--- config.mk ---
export PLATFORM = sky130hd
export DESIGN_NAME = mem_port_arbiter_flat
export DESIGN_NICKNAME = d
export VERILOG_FILES = /design/src/rtl/mem_port_arbiter_if.sv /design/src/rtl/mem_port_arbiter.sv /design/src/flat_wrapper.sv
export SDC_FILE = /design/constraint.sdc
export NUM_CORES = 1
export LEC_CHECK = 0
export ABC_AREA = 1
export BUFFER_PORTS_ARGS = -buffer_cell sky130_fd_sc_hd__buf_2
export CAP_MARGIN = 20
export CORE_ASPECT_RATIO = 0.6
export CORE_UTILIZATION = 35
export DETAILED_ROUTE_END_ITERATION = 10
export PLACE_DENSITY_LB_ADDON = 0.1
export SLEW_MARGIN = 40
export SYNTH_ARGS = -nofsm -noshare
export SYNTH_HDL_FRONTEND = slang
export SYNTH_SLANG_ARGS = --single-unit
--- constraint.sdc ---
create_clock -name clk -period 2.73 [get_ports clk]
set_clock_uncertainty 0.15 [all_clocks]
set_input_delay 0.6825 -clock clk [delete_from_list [all_inputs] [get_ports clk]]
set_output_delay 0.6825 -clock clk [all_outputs]
set_load 0.01 [all_outputs]
--- src/rtl/mem_port_arbiter_if.sv ---
// Bus bundle between the fetch/load-store requesters, the shared memory and the arbiter.
// The slave modport is the arbiter's view; master is the CPU/memory side.
interface mem_port_arbiter_if #(
    parameter int ADDR_W = 32,
    parameter int DATA_W = 32
);
    logic              if_req;
    logic [ADDR_W-1:0] if_addr;
    logic              if_ack;
    logic              d_req;
    logic              d_we;
    logic [ADDR_W-1:0] d_addr;
    logic [DATA_W-1:0] d_wdata;
    logic              d_ack;
    logic [DATA_W-1:0] rdata;
    logic [ADDR_W-1:0] mem_addr;
    logic              mem_wr;
    logic [DATA_W-1:0] mem_wdata;
    logic [DATA_W-1:0] mem_rdata;
    logic              busy;
    logic              owner_d;

    modport slave (
        input  if_req, if_addr, d_req, d_we, d_addr, d_wdata, mem_rdata,
        output if_ack, d_ack, rdata, mem_addr, mem_wr, mem_wdata, busy, owner_d
    );

    modport master (
        output if_req, if_addr, d_req, d_we, d_addr, d_wdata, mem_rdata,
        input  if_ack, d_ack, rdata, mem_addr, mem_wr, mem_wdata, busy, owner_d
    );
endinterface

--- src/rtl/mem_port_arbiter.sv ---
// Round-robin arbiter sharing one single-port memory between instruction fetch and
// load/store; holds the access for MEM_LAT cycles and returns a one-cycle ack.
module mem_port_arbiter #(
    parameter int ADDR_W  = 32,
    parameter int DATA_W  = 32,
    parameter int MEM_LAT = 2
) (
    input  logic                 clk,
    input  logic                 reset,
    mem_port_arbiter_if.slave    bus
);
    localparam int CNT_W = (MEM_LAT < 1) ? 1 : $clog2(MEM_LAT + 1);

    generate
        if (MEM_LAT < 1) begin : g_bad_lat
            $error("mem_port_arbiter: MEM_LAT must be at least 1");
        end
    endgenerate

    typedef enum logic [1:0] {
        ST_IDLE   = 2'd0,
        ST_ACCESS = 2'd1,
        ST_DONE   = 2'd2
    } state_t;

    state_t             r_state;
    state_t             w_state_nxt;
    logic [CNT_W-1:0]   r_cnt;
    logic               r_last_grant_d;
    logic               r_owner_d;
    logic               r_busy;
    logic               r_if_ack;
    logic               r_d_ack;
    logic               r_mem_wr;
    logic [ADDR_W-1:0]  r_mem_addr;
    logic [DATA_W-1:0]  r_mem_wdata;
    logic [DATA_W-1:0]  r_rdata;
    logic               w_any_req;
    logic               w_grant_d;
    logic               w_cnt_zero;

    // A tie is lost by whoever won last; a lone request always wins.
    always_comb begin
        w_any_req  = bus.if_req | bus.d_req;
        w_grant_d  = bus.d_req & (~bus.if_req | ~r_last_grant_d);
        w_cnt_zero = (r_cnt == {CNT_W{1'b0}});
    end

    // State register.
    always_ff @(posedge clk or negedge reset) begin
        if (!reset) begin
            r_state <= ST_IDLE;
        end else begin
            r_state <= w_state_nxt;
        end
    end

    // Next-state decode.
    always_comb begin
        w_state_nxt = r_state;
        case (r_state)
            ST_IDLE: begin
                if (w_any_req) begin
                    w_state_nxt = ST_ACCESS;
                end else begin
                    w_state_nxt = ST_IDLE;
                end
            end
            ST_ACCESS: begin
                if (w_cnt_zero) begin
                    w_state_nxt = ST_DONE;
                end else begin
                    w_state_nxt = ST_ACCESS;
                end
            end
            ST_DONE: begin
                w_state_nxt = ST_IDLE;
            end
            default: begin
                w_state_nxt = ST_IDLE;
            end
        endcase
    end

    // Grant latch, wait counter, read capture and ack generation.
    always_ff @(posedge clk or negedge reset) begin
        if (!reset) begin
            r_cnt          <= {CNT_W{1'b0}};
            r_last_grant_d <= 1'b1;
            r_owner_d      <= 1'b0;
            r_busy         <= 1'b0;
            r_if_ack       <= 1'b0;
            r_d_ack        <= 1'b0;
            r_mem_wr       <= 1'b0;
            r_mem_addr     <= {ADDR_W{1'b0}};
            r_mem_wdata    <= {DATA_W{1'b0}};
            r_rdata        <= {DATA_W{1'b0}};
        end else begin
            case (r_state)
                ST_IDLE: begin
                    if (w_any_req) begin
                        r_mem_addr  <= w_grant_d ? bus.d_addr : bus.if_addr;
                        r_mem_wdata <= w_grant_d ? bus.d_wdata : {DATA_W{1'b0}};
                        r_mem_wr    <= w_grant_d & bus.d_we;
                        r_owner_d   <= w_grant_d;
                        r_cnt       <= CNT_W'(MEM_LAT - 1);
                        r_busy      <= 1'b1;
                    end
                end
                ST_ACCESS: begin
                    if (w_cnt_zero) begin
                        // Stores leave the last read word untouched.
                        if (!r_mem_wr) begin
                            r_rdata <= bus.mem_rdata;
                        end
                        r_if_ack       <= ~r_owner_d;
                        r_d_ack        <= r_owner_d;
                        r_mem_wr       <= 1'b0;
                        r_last_grant_d <= r_owner_d;
                    end else begin
                        r_cnt <= r_cnt - CNT_W'(1);
                    end
                end
                ST_DONE: begin
                    r_if_ack <= 1'b0;
                    r_d_ack  <= 1'b0;
                    r_busy   <= 1'b0;
                end
                default: begin
                    r_if_ack <= 1'b0;
                    r_d_ack  <= 1'b0;
                    r_busy   <= 1'b0;
                    r_mem_wr <= 1'b0;
                end
            endcase
        end
    end

    assign bus.if_ack    = r_if_ack;
    assign bus.d_ack     = r_d_ack;
    assign bus.rdata     = r_rdata;
    assign bus.mem_addr  = r_mem_addr;
    assign bus.mem_wr    = r_mem_wr;
    assign bus.mem_wdata = r_mem_wdata;
    assign bus.busy      = r_busy;
    assign bus.owner_d   = r_owner_d;
endmodule

--- src/flat_wrapper.sv ---
// flat-port wrapper written by rule: the top's interface ports become plain ports
module mem_port_arbiter_flat 
#(
    parameter int ADDR_W  = 32,
    parameter int DATA_W  = 32,
    parameter int MEM_LAT = 2
)
  (clk, reset, bus_if_req, bus_if_addr, bus_d_req, bus_d_we, bus_d_addr, bus_d_wdata, bus_mem_rdata, bus_if_ack, bus_d_ack, bus_rdata, bus_mem_addr, bus_mem_wr, bus_mem_wdata, bus_busy, bus_owner_d);
  mem_port_arbiter_if #(.ADDR_W(ADDR_W), .DATA_W(DATA_W)) bus_i ();
  input  logic clk;
  input  logic reset;
  input wire logic [$bits(bus_i.if_req)-1:0] bus_if_req;
  input wire logic [$bits(bus_i.if_addr)-1:0] bus_if_addr;
  input wire logic [$bits(bus_i.d_req)-1:0] bus_d_req;
  input wire logic [$bits(bus_i.d_we)-1:0] bus_d_we;
  input wire logic [$bits(bus_i.d_addr)-1:0] bus_d_addr;
  input wire logic [$bits(bus_i.d_wdata)-1:0] bus_d_wdata;
  input wire logic [$bits(bus_i.mem_rdata)-1:0] bus_mem_rdata;
  output wire logic [$bits(bus_i.if_ack)-1:0] bus_if_ack;
  output wire logic [$bits(bus_i.d_ack)-1:0] bus_d_ack;
  output wire logic [$bits(bus_i.rdata)-1:0] bus_rdata;
  output wire logic [$bits(bus_i.mem_addr)-1:0] bus_mem_addr;
  output wire logic [$bits(bus_i.mem_wr)-1:0] bus_mem_wr;
  output wire logic [$bits(bus_i.mem_wdata)-1:0] bus_mem_wdata;
  output wire logic [$bits(bus_i.busy)-1:0] bus_busy;
  output wire logic [$bits(bus_i.owner_d)-1:0] bus_owner_d;
  assign bus_i.if_req = bus_if_req;
  assign bus_i.if_addr = bus_if_addr;
  assign bus_i.d_req = bus_d_req;
  assign bus_i.d_we = bus_d_we;
  assign bus_i.d_addr = bus_d_addr;
  assign bus_i.d_wdata = bus_d_wdata;
  assign bus_i.mem_rdata = bus_mem_rdata;
  assign bus_if_ack = bus_i.if_ack;
  assign bus_d_ack = bus_i.d_ack;
  assign bus_rdata = bus_i.rdata;
  assign bus_mem_addr = bus_i.mem_addr;
  assign bus_mem_wr = bus_i.mem_wr;
  assign bus_mem_wdata = bus_i.mem_wdata;
  assign bus_busy = bus_i.busy;
  assign bus_owner_d = bus_i.owner_d;
  mem_port_arbiter #(.ADDR_W(ADDR_W), .DATA_W(DATA_W), .MEM_LAT(MEM_LAT)) u_core (.clk(clk), .reset(reset), .bus(bus_i));
endmodule
==> results.cfg <==
[status]
status = finished, violations left
violations = DRC

[worst_setup_path]
timing.critical_path.arrival_ps = 1890
worstSetupPathType = register to register
critPathLaunchType = register
reg2regPathDepth = 5
regToRegEndpoint = u_core.bus.mem_wdata[7]
r2r-start = u_core.r_state[1]
end_kind = register
required_ps = 2810
crit_fanout = 60
ff2ff_setup_slack_ps = 920

[global_routing]
overflow = 0
grt.total_usage = 0.200
grt_max_degree = 61
antenna_found_initial = 0
use_met2 = 0.304
grt.met3_usage = 0.0491
grt_first_pass_wirelength_um = 22600
grt.busiest_layer = met2
grt_pass1_vias = 4536
use_met1 = 0.287

[floorplan]
dieArea_mm2 = 0.0141
die_x_um = 153
core_mm2 = 0.0131
die_h_um = 92.4
pin_count = 234
initial_utilization = 0.365
rows = 32

[logic_synthesis]
synth_edf_count = 0
ys.flop_type = dfrtp_1
synth_xor_area_frac = 0
synth-compound-area-share = 0.00813
synth_top_area_share = 0.551
netlist_area_mm2 = 0.00477
netlist_top_cells_area = dfrtp_1, nand2_1, nand3_1, inv_1, buf_2
synth-adder-area-share = 0.00262
ys_seq_area_frac = 0.556
postSynthCellCount = 604
synthSimpleGateAreaFrac = 0.341
synth_commonest_cells = nand2_1, nand3_1, dfrtp_1
syn_nets = 738
synth.most_common_cell = nand2_1
ys_types = 19
ys.warnings.count = 0
synth_top_family_by_area = simple AND/OR/NAND/NOR gates
synthArstFlopShare = 1.00
muxShareOfSynthArea = 0
synth-seq-cells = 106
avgSynthCellArea_um2 = 7.90
yosysTopAreaCell = dfrtp_1

[timing]
timing.final.crit_period_ps = 1810
tns_ps = 0
rsz0062_at_grt = no
maxSlewViolCount = 0
relSlewSlack = 0.586
finalSetupViolations = 0
tightest_slew_ps = 620
hold_viol_final = 0
post-route-period-util = 0.662
fmax_mhz = 553

[detailed_routing]
num_vias = 4663
drt-initial-drc-count = 222
drc_errors = 14
wirelength_um = 13600
antenna_left = 0
wl_per_cell_um = 13.6
vias_per_cell = 4.67
first_pass_iters = 9

[clock_network]
clk_latency_ps = 340
cts_max_level = 3
cts_setup_buffers = 0
cts.sink_count = 106
cts_inserted_buffers = 9
post_cts_resized = 0
cts_root_buffer = clkbuf_16
clock_path_buffers = 2
hold_buffers = 0
cts.clk_slew.worst_paths_ps = 80
cts_tree = yes

[power]
swShare = 0.419
p_leak_nw = 3.91
power.density_mw_per_mm2 = 1130
pwr-share-clk = 0.174
p_seq_frac = 0.387
intPower_mw = 4.20
switching_power_mw = 3.03
ir_worst_vdd_mv = 0.407
p_comb_frac = 0.439

[final_layout]
design_area_mm2 = 0.00640
fin_util = 0.490
drive_gt1_frac = 0.323
n_fill_cell = 1321
area_growth_pct = 34.1
num_antenna_cells = 0
final_nets = 958

[placement]
dp_hpwl_um = 9850
place.gp.congestion = 0.796
port_buffers = 233
dpl-instance-area_mm2 = 0.00611

[worst_hold_path]
hold_class = primary input to asynchronous set/reset pin

[flow_run]
drv_cap = 0
critical path, cell delays in order (launching register included):
cell and delay (ps):
dfrtp_1 450, nor2_4 450, o21ai_4 210, buf_12 260, nand2_1 100, nand2_1 50
flip-flops by register name, summed over array words and instances, names as in the netlist:
register and flops:
u_core.bus.busy 1, u_core.r_last_grant_d 1, u_core.bus.d_ack 1, u_core.bus.mem_wr 1
u_core.bus.mem_addr 32, u_core.bus.mem_wdata 32, u_core.r_state 2, u_core.r_cnt 2
u_core.bus.owner_d 1, u_core.bus.if_ack 1, u_core.bus.rdata 32
layout make-up:
type / instances / area [um2] / area share
Sequential cell: 106 / 2650 / 0.415
Inverter: 72 / 270 / 0.0423
Clock inverter: 6 / 47.5 / 0.00743
Timing Repair Buffer: 244 / 1290 / 0.201
Tap cell: 170 / 213 / 0.0333
Multi-Input combinational cell: 391 / 1680 / 0.263
Clock buffer: 10 / 239 / 0.0374
layout by cell type, fill, tap and decap left out, types with 2 or more instances in the layout:
master	n
nand2_1	242
buf_2	232
nand3_1	134
dfrtp_1	105
inv_1	70
clkbuf_16	9
buf_4	9
o21ai_0	5
nor2_1	3
inv_6	3
buf_12	3
inv_2	2
nor2_4	2
how the worst max path moves through the flow:
stage	start	endpoint	slack, ps	cells past startpoint
after global placement	bus_if_req	u_core.bus.mem_wdata[1]	840	6
after floorplan	bus_d_req	u_core.bus.mem_wdata[10]	1110	6
after CTS	u_core.r_state[1]	u_core.bus.mem_addr[23]	880	5
after global routing	u_core.r_cnt[0]	u_core.bus.rdata[23]	750	7
after detailed placement	bus_if_req	u_core.bus.mem_wdata[17]	810	6
final	u_core.r_state[1]	u_core.bus.mem_wdata[7]	920	5
kinds of logic (layout without fill, tap and decap cells):
group / count (synthesis) / in the layout
simple gates: 383 / 383
buf+inv: 107 / 332
flops: 106 / 106
compound gates: 7 / 7
fa+ha+maj: 1 / 1
stage by stage:
step | std cells | setup WS (ps) | power [mW] | hold WS [ps]
detailed placement | 983 | 811 | 6.03 | 304
CTS | 999 | 881 | 7.31 | 147
floorplan | 604 | 1110 | 4.67 | 237
global route | 999 | 746 | 7.83 | 151
finish | 999 | 923 | 7.22 | 129
global placement | 983 | 841 | 5.94 | 300
power by group through the flow:
stage / Combinational (mW) / Sequential [mW] / Clock, mW
6_report: 3.17 / 2.80 / 1.26
5_1_grt: 3.59 / 2.89 / 1.35
4_1_cts: 3.22 / 2.79 / 1.30
3_5_place_dp: 3.23 / 2.79 / 0
3_3_place_gp: 3.14 / 2.80 / 0
2_1_floorplan: 1.54 / 3.13 / 0
layer usage:
metal	vias up	part of all wire
li1	2308	-
met1	2172	0.49
met2	171	0.43
met3	12	0.067
met4	0	0.0089
met5	-	0
No activity file was read; power rests on OpenSTA's default activity.
